$ cat src/rtl/fifo_wr_arbiter.sv
`default_nettype none
// ============================================================================
// Module   : fifo_wr_arbiter
// Purpose  : Round-robin arbiter that shares the single write port of a byte
//            FIFO among NUM_REQ valid/ready producer streams. One producer is
//            granted at a time. Beats are accepted only while the FIFO has
//            room. The FIFO write strobe and data are driven from registers.
// Ports    : clk          - clock, rising edge
//            rst          - asynchronous active-high reset
//            req_valid    - per-producer beat valid            [NUM_REQ]
//            req_data     - producer i beat at [i*DATA_W +: DATA_W]
//            req_ready    - per-producer accept (combinational, one-hot/zero)
//            fifo_count   - FIFO occupancy                     [CNT_W]
//            fifo_wr_en   - registered FIFO write strobe
//            fifo_wr_data - registered FIFO write data         [DATA_W]
//            grant_id     - current / most recent grantee index
//            busy         - high while a grant is active
// Options  : FIFO_ARB_BURST_EN - when defined, a grant may carry up to
//            BURST_LEN consecutive beats. Otherwise every grant carries
//            exactly one beat.
// Revision : 1.0 - initial release
// ============================================================================
module fifo_wr_arbiter #(
  parameter int NUM_REQ   = 4,
  parameter int DATA_W    = 8,
  parameter int DEPTH     = 64,
  parameter int CNT_W     = 8,
  parameter int BURST_LEN = 4
) (
  input  logic                        clk,
  input  logic                        rst,
  input  logic [NUM_REQ-1:0]          req_valid,
  input  logic [NUM_REQ*DATA_W-1:0]   req_data,
  output logic [NUM_REQ-1:0]          req_ready,
  input  logic [CNT_W-1:0]            fifo_count,
  output logic                        fifo_wr_en,
  output logic [DATA_W-1:0]           fifo_wr_data,
  output logic [$clog2(NUM_REQ)-1:0]  grant_id,
  output logic                        busy
);

  localparam int ID_W = $clog2(NUM_REQ);

  // Elaboration-time sanity check of the parameter set.
  if ((NUM_REQ < 2) || (NUM_REQ > 8) || (BURST_LEN < 1) || (BURST_LEN > 15) ||
      (DEPTH < 1) || (DEPTH > ((1 << CNT_W) - 1)) || (DATA_W < 1)) begin : g_param_check
    $error("fifo_wr_arbiter: unsupported parameter combination");
  end

  typedef enum logic [0:0] {
    ST_IDLE  = 1'b0,
    ST_GRANT = 1'b1
  } state_t;

  state_t             state;
  logic [ID_W-1:0]    rr_ptr;

  logic               space_ok;
  logic               grant_valid;
  logic [DATA_W-1:0]  grant_data;
  logic               xfer;
  logic               last_beat;
  logic               pick_found;
  logic [ID_W-1:0]    pick_id;
  int                 cand;

  // One extra bit so that count + in-flight write cannot wrap. The in-flight
  // term covers a beat already on fifo_wr_en but not yet in fifo_count.
  assign space_ok = ({1'b0, fifo_count} + {{CNT_W{1'b0}}, fifo_wr_en})
                    < (CNT_W+1)'(DEPTH);

  assign grant_valid = req_valid[grant_id];
  assign grant_data  = req_data[grant_id*DATA_W +: DATA_W];
  assign xfer        = (state == ST_GRANT) && grant_valid && space_ok;
  assign busy        = (state == ST_GRANT);

  // Only the grantee can be ready, and only while the FIFO has room.
  always_comb begin
    req_ready = '0;
    if (state == ST_GRANT) begin
      req_ready[grant_id] = space_ok;
    end
  end

  // Round-robin search. It starts one past the last grantee and wraps, so the
  // previous winner has the lowest priority.
  always_comb begin
    pick_found = 1'b0;
    pick_id    = '0;
    cand       = 0;
    for (int k = 1; k <= NUM_REQ; k++) begin
      cand = int'(rr_ptr) + k;
      if (cand >= NUM_REQ) begin
        cand = cand - NUM_REQ;
      end
      if (!pick_found && req_valid[cand]) begin
        pick_found = 1'b1;
        pick_id    = ID_W'(cand);
      end
    end
  end

`ifdef FIFO_ARB_BURST_EN
  logic [3:0] beat_cnt;

  // This is the last beat of the burst when beat_cnt already holds
  // BURST_LEN-1 beats.
  assign last_beat = (beat_cnt == 4'(BURST_LEN - 1));
`else
  // Single-beat grants: every transfer ends the grant.
  assign last_beat = 1'b1;
`endif

  always_ff @(posedge clk or posedge rst) begin
    if (rst) begin
      state        <= ST_IDLE;
      rr_ptr       <= ID_W'(NUM_REQ - 1);
      grant_id     <= '0;
      fifo_wr_en   <= 1'b0;
      fifo_wr_data <= '0;
`ifdef FIFO_ARB_BURST_EN
      beat_cnt     <= '0;
`endif
    end else begin
      fifo_wr_en <= 1'b0;
      case (state)
        ST_IDLE: begin
          if (pick_found) begin
            grant_id <= pick_id;
            state    <= ST_GRANT;
`ifdef FIFO_ARB_BURST_EN
            beat_cnt <= '0;
`endif
          end
        end
        ST_GRANT: begin
          if (!grant_valid) begin
            // The grantee has nothing more to send, so give up the port.
            state  <= ST_IDLE;
            rr_ptr <= grant_id;
          end else if (xfer) begin
            fifo_wr_en   <= 1'b1;
            fifo_wr_data <= grant_data;
`ifdef FIFO_ARB_BURST_EN
            beat_cnt     <= beat_cnt + 4'd1;
`endif
            if (last_beat) begin
              state  <= ST_IDLE;
              rr_ptr <= grant_id;
            end
          end
          // The FIFO is full here: hold the grant with no timeout.
        end
        default: state <= ST_IDLE;
      endcase
    end
  end

endmodule
`default_nettype wire

$ cat config.mk
export PLATFORM = sky130hd
export DESIGN_NAME = fifo_wr_arbiter
export DESIGN_NICKNAME = d
export VERILOG_FILES = /design/src/rtl/fifo_wr_arbiter.sv
export SDC_FILE = /design/constraint.sdc
export NUM_CORES = 1
export LEC_CHECK = 0
export BUFFER_PORTS_ARGS = -buffer_cell sky130_fd_sc_hd__buf_2
export CORE_UTILIZATION = 25
export CTS_CLUSTER_SIZE = 28
export DETAILED_ROUTE_END_ITERATION = 7
export GPL_TIMING_DRIVEN = 0
export PLACE_DENSITY = 0.57
export SYNTH_ARGS = -nofsm -noshare
export SYNTH_HDL_FRONTEND = slang
export SYNTH_SLANG_ARGS = --single-unit
$ cat constraint.sdc
create_clock -name clk -period 1.5 [get_ports clk]
set_input_delay 0.15 -clock clk [delete_from_list [all_inputs] [get_ports clk]]
set_output_delay 0.15 -clock clk [all_outputs]
set_load 0.005 [all_outputs]
== Yosys cells after proc, flatten, opt, wreduce, memory -nomap -nowiden ==
Cells that the tools add are included.
Widths: inputs -> output; s select.
Word-level totals
  bits in registers: 14
  input port bits: 46
  output and inout bits: 16
  logic and storage cells: 79
Cells by class
  $add $sub $neg: 9
  $lt $le $gt $ge: 11
  eq/ne operators: 1
  shifts and indexed selects: 1
  multiplexer cells: 38
  bitwise logic cells: 2
  reductions and logical operators: 12
Operators with widths (number)
  $lt 32x4->1 const B: 4
  $mux 32: 4
  $shiftx 32x6->8: 1
  $mux 1: 20
  $mux 2: 6
  $sub 3x3->4 const B: 3
  $bmux 1 s2: 5
  $add 8x1->9: 1
  $ge 3x3->1 const B: 3
  $lt 9x7->1 const B: 1
  $add 2x2->3 const B: 2
  $logic_and 1x1->1: 6
  $sub 4x3->5 const B: 1
  $add 2x3->4 const B: 1
  $and 4x4->4: 1
  $ge 4x3->1 const B: 1
  $mux 4: 1
  $reduce_and 2->1: 2
  $add 2x1->3 const B: 1
  $logic_not 1->1: 3
  $lt 2x3->1 const B: 1
  $reduce_and 3->1: 1
  $demux 1 s2: 1
  $ge 2x1->1 const B: 1
  3 further kinds: 3

== Depth between registers and ports, before layout ==
Gate-level depths: netlist of run 1.
  depth after elaboration: 18
  gate-level depth with buffers: 6

== Least setup slack after synthesis of run 1 ==
Ideal clock, no wire load.
  path kind: register to register
  start: register grant_id[0]
  end: register fifo_wr_data[0]
  library setup time: 0.125 ns
  data arrival time: 1.444 ns
  required time: 1.375 ns
  path slack: -0.069 ns
  cell stages (with the launch flop): 5
  path buffers: 2
  period minus slack after synthesis: 1.569 ns
  cells stage by stage: dfrtp_1 buf_6 clkbuf_8 mux4_1 mux2_4
Between the ends
  cells in the longest elaborated chain, start to end: 5
  elaborated cells between the ends (all ways): 6
  classes of those cells: 1 x shift; 2 x mux; 3 x reduce/logical
RTL lines
  from (decl): RTL line 38  | output logic [$clog2(NUM_REQ)-1:0] grant_id,
  from (signal assigned): RTL line 129  | grant_id <= pick_id;
  branches (longest 5 deep; another with $shiftx 32x6->8)
  to (signal assigned): RTL line 143  | fifo_wr_data <= grant_data;
  to (decl): RTL line 37  | output logic [DATA_W-1:0] fifo_wr_data,
Parallel ways; which one is timed is not known. The select of a mux whose other input is x is not followed.
A chain may end at the register's enable or synchronous reset.

== Worst setup path after layout of run 1 ==
  start: register grant_id[0]
  end: register fifo_wr_data[3]
Same word-level chain as after synthesis.

==> results by group, run 1 <==
Run status
  – Status: finished with violations
  – Failing checks: setup timing

Global routing
  – Total grt overflow: 0
  – Total GRT Usage: 0.124
  – Vias in the first global route: 917
  – First-pass GRT wire length: slightly above 4000 um
  – Initial antenna violation count: 0
  – Largest net degree at the start of global routing: 15

Drt
  – Final WL: 2750 um
  – Met1 WL: 1150 um
  – First-iteration detailed-routing DRC count: 66
  – Met2 wire length: 1370 um
  – Vias/cell: 4.86
  – WL/cell: 13.7 um
  – Vias: 972
  – Initial DRT Pass Iterations: 4
  – Remaining DRCs: 0
  – Final ANT Viol Nets: 0
  – WL met3: between 150 and 200 um
  – Highest Signal Layer: met4

Critical path
  – Worst path slowest cell: mux4_1
  – Crit start category: flop
  – Arrival time worst endpoint: around 1.7 ns
  – Critical Path Max Stage Delay: 0.55 ns
  – CP delay by family, top: multiplexers
  – Worst setup path class: flop to flop
  – Count of cells along the worst register-to-register path: 4
  – Worst path depth: 4
  – Critical-path maximum fanout: 7
  – Worst path buffer plus inverter count: 2
  – Worst EP required: 1.62 ns
  – CP cell instances: buf_6 -> buf_4 -> mux4_1 -> mux2_4
  – Crit. End Element: flop

Clock network
  – Clk root buf: clkbuf_8
  – CTS Buf Count: 3
  – Htree depth: 1
  – Skew-Pair Late Insertion Delay: around 0.24 ns
  – CTS tree: built
  – Worst-path clk slew: about 0.060 ns
  – CTS max path bufs: 2
  – Sink Count: 14

Cells and area
  – Fin area: 1540 um2
  – Layout area overhead: 49.1%
  – Number of diodes: 0
  – Final #Nets: 199
  – Final Util: 0.404
  – Share of post-route cells with drive strength above 1: 0.658

Yosys
  – Number of flops mapped to enable cells by yosys: 0
  – Syn_nets: 125
  – Top FF cell, synth: dfrtp_1
  – Top cells by area, synth: dfrtp_1 (29%), mux4_1 (20%), mux2_4 (13%)
  – Post-Synthesis Cells: 79
  – Sequential area share after synthesis: 0.343
  – #FFs+latches synth: 14
  – Ys Warns: 0
  – Top-count cell post-synth: dfrtp_1
  – Async SR Flop Fraction: 1.00
  – Post-synth top area cell: dfrtp_1
  – Post-synth top area share: 0.292
  – Post-Syn Area: between 1000 and 1500 um2
  – Synth top cells by count: dfrtp_1 (12), mux2_4 (9), mux4_1 (8)
  – Avg Cell Area, Syn: 13.0 um2
  – Post-synthesis cell type count: 34

STA
  – Crit share post-route: 1.05
  – Hold_ws: around 0.28 ns
  – Final hold viol count: 0
  – Unrepaired setup endpoints after global routing: yes
  – Highest Clock Rate: 0.638 GHz
  – Min Tclk post-route: 1.57 ns
  – Worst Tran Pin Value: 0.551 ns
  – Final clock skew: 0.00388 ns
  – Setup WS post-layout: -0.0678 ns
  – Final Setup Violations: 10
  – Final Slew Violations: 0
  – Rel. slew slack: 0.632

Floorplanning
  – Row cnt: 22
  – Core Region: 3800 um2
  – Full die area: 4380 um2
  – Die W: around 66 um
  – Die H: 66.2 um
  – Num ports: between 60 and 70
  – Initial Util: 0.271

Power and ir drop
  – Peak supply drop: ~0.00038 V
  – LEAKAGE: 0.780 nW
  – Power density over the cells: 1640 nW/um2

Place
  – Placement Cell Area: 1390 um2
  – Post-DP HPWL: 2020 um
  – PortBufs: 61
  – GP Congestion: 0.758

Min path
  – Hold Path Depth: 3
  – Worst hold path type: primary input to flop

Run
  – Max Cap Violations: 0
-- area by class of cell --
| type | instances | area [um2] |
|---|---|---|
| fillers | 368 | 2260 |
| multi-input cells | 54 | 614 |
| repair buffers | 71 | 394 |
| flip-flops and latches | 14 | 354 |
| well taps | 48 | 60.1 |
| plain buffers | 4 | 48.8 |
| clock buffers | 4 | 45.0 |
| inverters | 5 | 18.8 |
-- repair_timing --
item / 4_1_cts / 5_1_grt
pin swaps: 3 / 2
buffers inserted: 6 / 3
gates resized for setup: 9 / 9
hold endpoints to repair: 12 / 0
setup endpoints to repair: 15 / 15
hold buffers: 1 / 0
gates cloned: 1 / 0
-- through the flow --
| stage | setup TNS, ns | power [mW] | std cells | setup slack, ns |
|---|---|---|---|---|
| final | -0.448 | 2.52 | 200 | -0.0678 |
| after global routing | -1.09 | 2.70 | 200 | -0.119 |
| after CTS | -0.913 | 2.47 | 199 | -0.119 |
| after detailed placement | -1.41 | 2.04 | 188 | -0.159 |
| after global placement | -1.08 | 2.00 | 188 | -0.139 |
| after floorplan | -0.476 | 1.65 | 79 | -0.0528 |
-- final timing paths --
check	from	endpoint	slack, ns
worst min register to register	fifo_wr_data[6]	fifo_wr_data[6]	0.51
worst max-delay path	grant_id[0]	fifo_wr_data[3]	-0.07
worst max register to register	grant_id[0]	fifo_wr_data[3]	-0.07
min in group asynchronous	rst	fifo_wr_data[2]	0.50
worst min-delay path	req_valid[2]	grant_id[1]	0.28
max in group asynchronous	rst	grant_id[1]	0.61
-- flip-flops by register name, indices dropped and copies added, names as in the netlist --
| name | flops |
|---|---|
| busy | 1 |
| fifo_wr_data | 8 |
| fifo_wr_en | 1 |
| grant_id | 2 |
| rr_ptr | 2 |
-- logic make-up after synthesis --
family	after synthesis	synth area share
simple gates	18	0.101
mux	21	0.377
compound gates	15	0.103
flops	14	0.343
buf+inv	11	0.0765
-- where the power goes --
part           internal, mW  total [mW]  switching [mW]
sequential            0.588       0.741           0.153
combinational         0.907        1.46           0.555
clock                 0.187       0.313           0.125
-- layer usage --
| layer | up-vias | global-route usage |
|---|---|---|
| met1 | 465 | 0.152 |
| met5 | - | 0 |
| li1 | 455 | - |
| met4 | 0 | 0.0426 |
| met3 | 4 | 0.0241 |
| met2 | 48 | 0.213 |
-- placed cells by master, fill, tap and decap left out, types with 3 or more instances in the layout --
master    count
mux4_2        3
dfrtp_1      11
buf_6         6
mux4_1        5
nor2_1        3
mux2_4       10
buf_4         6
a21oi_1       3
inv_1         3
buf_2        61
clkbuf_8      3
-- tightest hold or removal path, cell delays in order --
cell and delay (ns):
buf_2 0.13, o41ai_1 0.08, o21ai_1 0.11
(Power assumes the default switching activity.)
==> run 2: changes to the inputs <==
--- a/config.mk
+++ b/config.mk
@@ -5,12 +5,13 @@
 export SDC_FILE = /design/constraint.sdc
 export NUM_CORES = 1
 export LEC_CHECK = 0
+export ABC_AREA = 1
 export BUFFER_PORTS_ARGS = -buffer_cell sky130_fd_sc_hd__buf_2
 export CORE_UTILIZATION = 25
 export CTS_CLUSTER_SIZE = 28
 export DETAILED_ROUTE_END_ITERATION = 7
 export GPL_TIMING_DRIVEN = 0
-export PLACE_DENSITY = 0.57
+export PLACE_DENSITY = 0.55
 export SYNTH_ARGS = -nofsm -noshare
 export SYNTH_HDL_FRONTEND = slang
 export SYNTH_SLANG_ARGS = --single-unit
==> results by group, run 2 <==
Drt
  – Vias/cell: 4.59
  – Initial DRT Pass Iterations: 6
  – Remaining DRCs: 0
  – Final WL: just under 4000 um
  – Final ANT Viol Nets: 0
  – Vias: between 1000 and 1500
  – WL/cell: 12.5 um
  – First-iteration detailed-routing DRC count: 42

Power and ir drop
  – Pwr Total: roughly 3.5 mW
  – Power density over the cells: 1910 nW/um2
  – LEAKAGE: between 0.9 and 1 nW
  – Peak supply drop: 0.000631 V

STA
  – Final hold viol count: 0
  – Final Slew Violations: 0
  – Final Setup Violations: 2
  – Worst Tran Pin Value: 0.557 ns
  – Unrepaired setup endpoints after global routing: yes
  – Setup WS post-layout: -0.0330 ns
  – Highest Clock Rate: 0.652 GHz
  – Rel. slew slack: 0.628
  – Min Tclk post-route: between 1.5 and 2 ns
  – Crit share post-route: 1.02
  – Final clock skew: 0.00128 ns

Cells and area
  – Largest register FFs: 8
  – Filler cell count: 469
  – Final Util: 0.407
  – Number of diodes: 0
  – Final #Nets: 304
  – Share of post-route cells with drive strength above 1: 0.502
  – Biggest register: fifo_wr_data
  – Layout area overhead: 53.1%
  – Largest regs: fifo_wr_data x8, grant_id x2, rr_ptr x2
  – Multi-input gate area: about 760 um2
  – FF+latch area: 355 um2
  – Most frequent cells in the layout: nand2_1 (61), buf_2 (61), nand3_1 (31)

Global routing
  – Largest net degree at the start of global routing: 15
  – Total GRT Usage: 0.162
  – Vias in the first global route: ~1400
  – Total grt overflow: 0
  – First-pass GRT wire length: 6360 um
  – Initial antenna violation count: 0

Floorplanning
  – Full die area: 5040 um2
  – Core Region: approximately 4500 um2
  – Row cnt: 24
  – Die H: 71.0 um
  – Num ports: 62
  – Initial Util: 0.266
  – Die W: 71.0 um

Yosys
  – Post-synth top area share: 0.252
  – Async SR Flop Fraction: 1.00
  – Post-Syn Area: 1190 um2
  – Post-synth top area cell: dfrtp_1
  – Avg Cell Area, Syn: 6.65 um2
  – Number of flops mapped to enable cells by yosys: 0
  – Top FF cell, synth: dfrtp_1
  – Synth top cells by count: nand2_1 (67), nand3_1 (34), nand2_2 (13)
  – Ys Warns: 0
  – Post-Synthesis Cells: 179
  – Post-synthesis cell type count: 25
  – Top-count cell post-synth: nand2_1
  – Syn_nets: around 230
  – Sequential area share after synthesis: 0.297
  – #FFs+latches synth: 14
  – Top cells by area, synth: dfrtp_1 (25%), nand2_1 (21%), nand3_1 (14%)

Critical path
  – CP delay by family, top: simple AND/OR/NAND/NOR gates
  – CP cell instances: buf_8 -> inv_8 -> nand2_2 -> nand2_2 -> nand2_2 -> nand2_2 -> nor2_4 -> nand3_2 -> nand2_4 -> inv_2 -> nand2_1 -> nand2_1
  – Arrival time worst endpoint: roughly 1.7 ns
  – Crit start category: flop
  – Worst path buffer plus inverter count: 3
  – Worst setup path class: flop to flop
  – Worst path slowest cell: dfstp_2
  – Worst EP required: between 1.5 and 2 ns
  – Crit-path most repeated cell: nand2_2
  – Critical Path Max Stage Delay: roughly 0.56 ns
  – Crit. End Element: flop
  – Critical-path maximum fanout: 8

Clock network
  – Skew-Pair Late Insertion Delay: 0.25 ns
  – Worst-path clk slew: 0.06 ns
  – CTS max path bufs: 2
  – CTS tree: built
  – Htree depth: 1
  – CTS Buf Count: 3
  – Clk root buf: clkbuf_8
  – Sink Count: 14

Run status
  – Failing checks: setup timing
  – Status: finished with violations

Min path
  – Worst hold path type: primary input to flop

Place
  – GP Congestion: 0.791
  – PortBufs: 61
  – Post-DP HPWL: 2810 um

Run
  – Max Cap Violations: 0
==> run 2: metal layers <==
metal / part of all wire / vias to the layer above / GRT usage
met2: 0.50 / 35 / 0.281
met1: 0.44 / 635 / 0.200
met3: 0.040 / 5 / 0.0285
li1: - / 744 / -
met4: 0.014 / 0 / 0.0600
met5: 0 / - / 0
==> run 2: cell families (layout without fill, tap and decap cells) <==
logic type	after synthesis	count (layout)	synth area share
buf+inv	24	102	0.105
flops	14	14	0.297
simple gates	135	135	0.557
compound gates	6	6	0.0410
==> run 2: where the power goes <==
group          switching (mW)  internal [mW]
Combinational            1.40           1.03
Sequential              0.107          0.567
Clock                   0.143          0.233
Total                    1.65           1.83
==> run 2: cell type report <==
| class | count | share of cell area |
|---|---|---|
| flip-flops and latches | 14 | 0.195 |
| clock buffers | 4 | 0.0302 |
| plain buffers | 6 | 0.0309 |
| repair buffers | 76 | 0.253 |
| inverters | 16 | 0.0398 |
| well taps | 52 | 0.0357 |
| multi-input cells | 141 | 0.416 |
==> run 2: final timing paths <==
kind                            cells after the start  slack [ns]            start               to
max in group asynchronous                           3        0.61              rst      grant_id[1]
worst min-delay path                                5        0.21      req_data[7]  fifo_wr_data[7]
min in group asynchronous                           3        0.49              rst  fifo_wr_data[2]
worst max register to register                     12       -0.03        rr_ptr[0]      grant_id[1]
worst min register to register                      2        0.48  fifo_wr_data[4]  fifo_wr_data[4]
worst max-delay path                               12       -0.03        rr_ptr[0]      grant_id[1]
==> run 2: timing repair <==
item | CTS | global route
hold buffers | 1 | 0
cloned | 1 | 0
endpoints found under the setup margin | 6 | 17
setup buffers | 10 | 3
pin swaps | 4 | 4
gates resized for setup | 12 | 14
hold endpoints to repair | 12 | 0
==> run 2: worst min-delay path: stages <==
cell	delay [ns]
buf_2	0.08
nand2_1	0.04
nand4_1	0.06
nand2_1	0.05
nand2_1	0.05
==> run 2: per-stage QoR <==
stage | area [um2] | TNS, ns | setup WS (ns) | cells | hold WS, ns
2_1_floorplan | 1190 | 0 | 0.111 | 179 | 0.0378
3_3_place_gp | 1560 | -0.0494 | -0.0343 | 292 | 0.237
3_5_place_dp | 1560 | -0.0473 | -0.0299 | 292 | 0.241
4_1_cts | 1750 | -0.0542 | -0.0306 | 306 | 0.211
5_1_grt | 1820 | -0.395 | -0.137 | 309 | 0.232
6_report | 1820 | -0.0598 | -0.0330 | 309 | 0.210
==> run 3: changes to the inputs <==
--- a/config.mk
+++ b/config.mk
@@ -11,6 +11,7 @@
 export CTS_CLUSTER_SIZE = 28
 export DETAILED_ROUTE_END_ITERATION = 7
 export GPL_TIMING_DRIVEN = 0
+export MAX_ROUTING_LAYER = met4
 export PLACE_DENSITY = 0.55
 export SYNTH_ARGS = -nofsm -noshare
 export SYNTH_HDL_FRONTEND = slang
==> results by group, run 3 (synthesis gave the netlist of run 2 again) <==
Run status
  – Status: finished with violations
  – Failing checks: setup timing

Min path
  – WHS Endpoint: fifo_wr_data[7]
  – Hold Path Depth: 5
  – Hold Path Origin: req_data[7]
  – Worst hold path type: primary input to flop

Cells and area
  – Number of diodes: 0
  – Most frequent cells in the layout: nand2_1 (61), buf_2 (61), nand3_1 (31)
  – Final Util: 0.407
  – Share of post-route cells with drive strength above 1: 0.502
  – Layout area overhead: 53.1%
  – Largest register FFs: 8
  – Final #Nets: between 300 and 400
  – Largest regs: fifo_wr_data x8, grant_id x2, rr_ptr x2
  – Biggest register: fifo_wr_data
  – Fin cells: 309
  – Fin area: between 1500 and 2000 um2

Floorplanning
  – Die W: 71.0 um
  – Initial Util: 0.266
  – Full die area: between 5000 and 6000 um2
  – Row cnt: 24
  – Die H: 71.0 um
  – Num ports: 62
  – Core Region: 4470 um2

Power and ir drop
  – Switching fraction of total power: 0.474
  – Pwr Total: between 3 and 4 mW
  – Sequential power share: 0.193
  – LEAKAGE: 0.995 nW
  – Power density over the cells: 1910 nW/um2
  – Clock power frac: 0.108
  – Switch Pwr: 1.65 mW
  – Int Pwr: 1.83 mW
  – Combinational share of power: 0.698
  – Peak supply drop: 0.000633 V

Critical path
  – Worst setup path class: flop to flop
  – Crit start category: flop
  – R2R Setup Slk: -0.03 ns
  – Critical Path Start: rr_ptr[0]
  – RR Endpoint: grant_id[1]
  – Crit. End Element: flop
  – Critical-path maximum fanout: 8
  – Count of cells along the worst register-to-register path: 12
  – Arrival time worst endpoint: 1.67 ns
  – Worst EP required: between 1.5 and 2 ns
  – RR Startpoint: rr_ptr[0]

STA
  – Final Slew Violations: 0
  – Min Tclk post-route: between 1.5 and 2 ns
  – Final hold viol count: 0
  – Final clock skew: 0.000485 ns
  – Unrepaired setup endpoints after global routing: yes
  – Highest Clock Rate: 0.652 GHz
  – Crit share post-route: 1.02
  – Rel. slew slack: 0.625
  – Final Setup Violations: 2
  – TNS Setup: -0.0608 ns
  – Setup WS post-layout: -0.0336 ns
  – Hold_ws: roughly 0.21 ns
  – Worst Tran Pin Value: 0.561 ns

Clock network
  – CTS max path bufs: 2
  – Worst-path clk slew: around 0.06 ns
  – Htree depth: 1
  – CTS Buf Count: 3
  – Clk root buf: clkbuf_8
  – Sink Count: 14
  – CTS tree: built
  – Skew-Pair Late Insertion Delay: 0.25 ns

Place
  – GP Congestion: 0.802
  – Post-DP HPWL: between 2000 and 3000 um
  – Placed cells: 292
  – Setup Slack @ Placement: -0.0299 ns
  – Placement Cell Area: approximately 1600 um2
  – PortBufs: 61

Global routing
  – Largest net degree at the start of global routing: 15
  – Initial antenna violation count: 0
  – Total GRT Usage: 0.167
  – First-pass GRT wire length: 6380 um
  – Total grt overflow: 0
  – Vias in the first global route: 1352

Drt
  – Vias/cell: 4.60
  – Initial DRT Pass Iterations: 6
  – WL/cell: 12.6 um
  – Final WL: 3880 um
  – Remaining DRCs: 0
  – Vias: 1420
  – Final ANT Viol Nets: 0
  – First-iteration detailed-routing DRC count: 36

Run
  – Max Cap Violations: 0
## run 3: cell counts in the layout (fill, tap and decap cells not counted)
Identical to the previous run, type by type.
## run 3: worst max-delay path by stage
stage                        endpoint  slack, ns
after global routing      grant_id[1]      -0.14
after global placement    grant_id[1]      -0.03
after detailed placement  grant_id[1]      -0.03
final                     grant_id[1]      -0.03
after floorplan           grant_id[1]       0.11
after CTS                 grant_id[1]      -0.03
## run 3: cell type report
cell class / instances / area [um2]
fillers: 469 / 2650
multi-input cells: 141 / 757
repair buffers: 76 / 460
flip-flops and latches: 14 / 355
inverters: 16 / 72.6
well taps: 52 / 65.1
plain buffers: 6 / 56.3
clock buffers: 4 / 55.1
## run 3: critical path, stage by stage (launching register included)
cell and delay [ns]:
dfstp_2 0.56, buf_8 0.13, inv_8 0.05, nand2_2 0.06, nand2_2 0.07, nand2_2 0.08, nand2_2 0.06, nor2_4 0.09
nand3_2 0.09, nand2_4 0.09, inv_2 0.04, nand2_1 0.06, nand2_1 0.05
## run 3: power groups by stage
stage | clock network (mW) | logic, mW | registers (mW)
6_report | 0.377 | 2.43 | 0.673
3_3_place_gp | 0 | 1.97 | 0.690
3_5_place_dp | 0 | 1.98 | 0.692
2_1_floorplan | 0 | 1.40 | 0.694
4_1_cts | 0.385 | 2.31 | 0.670
5_1_grt | 0.402 | 2.71 | 0.696
## run 3: what timing repair did
item	4_1_cts	5_1_grt
hold buffers	1	0
pin swaps	4	4
resized for setup	12	14
endpoints found under the setup margin	6	17
cloned	1	0
hold endpoints to repair	12	0
setup buffers	10	3
## run 3: metal layers
metal  GRT usage  up-vias  wire length, um
li1            -      743                -
met1       0.207      634             1750
met2       0.279       38             1940
met3      0.0214        5              135
met4      0.0600        0               53
met5           -        -                0
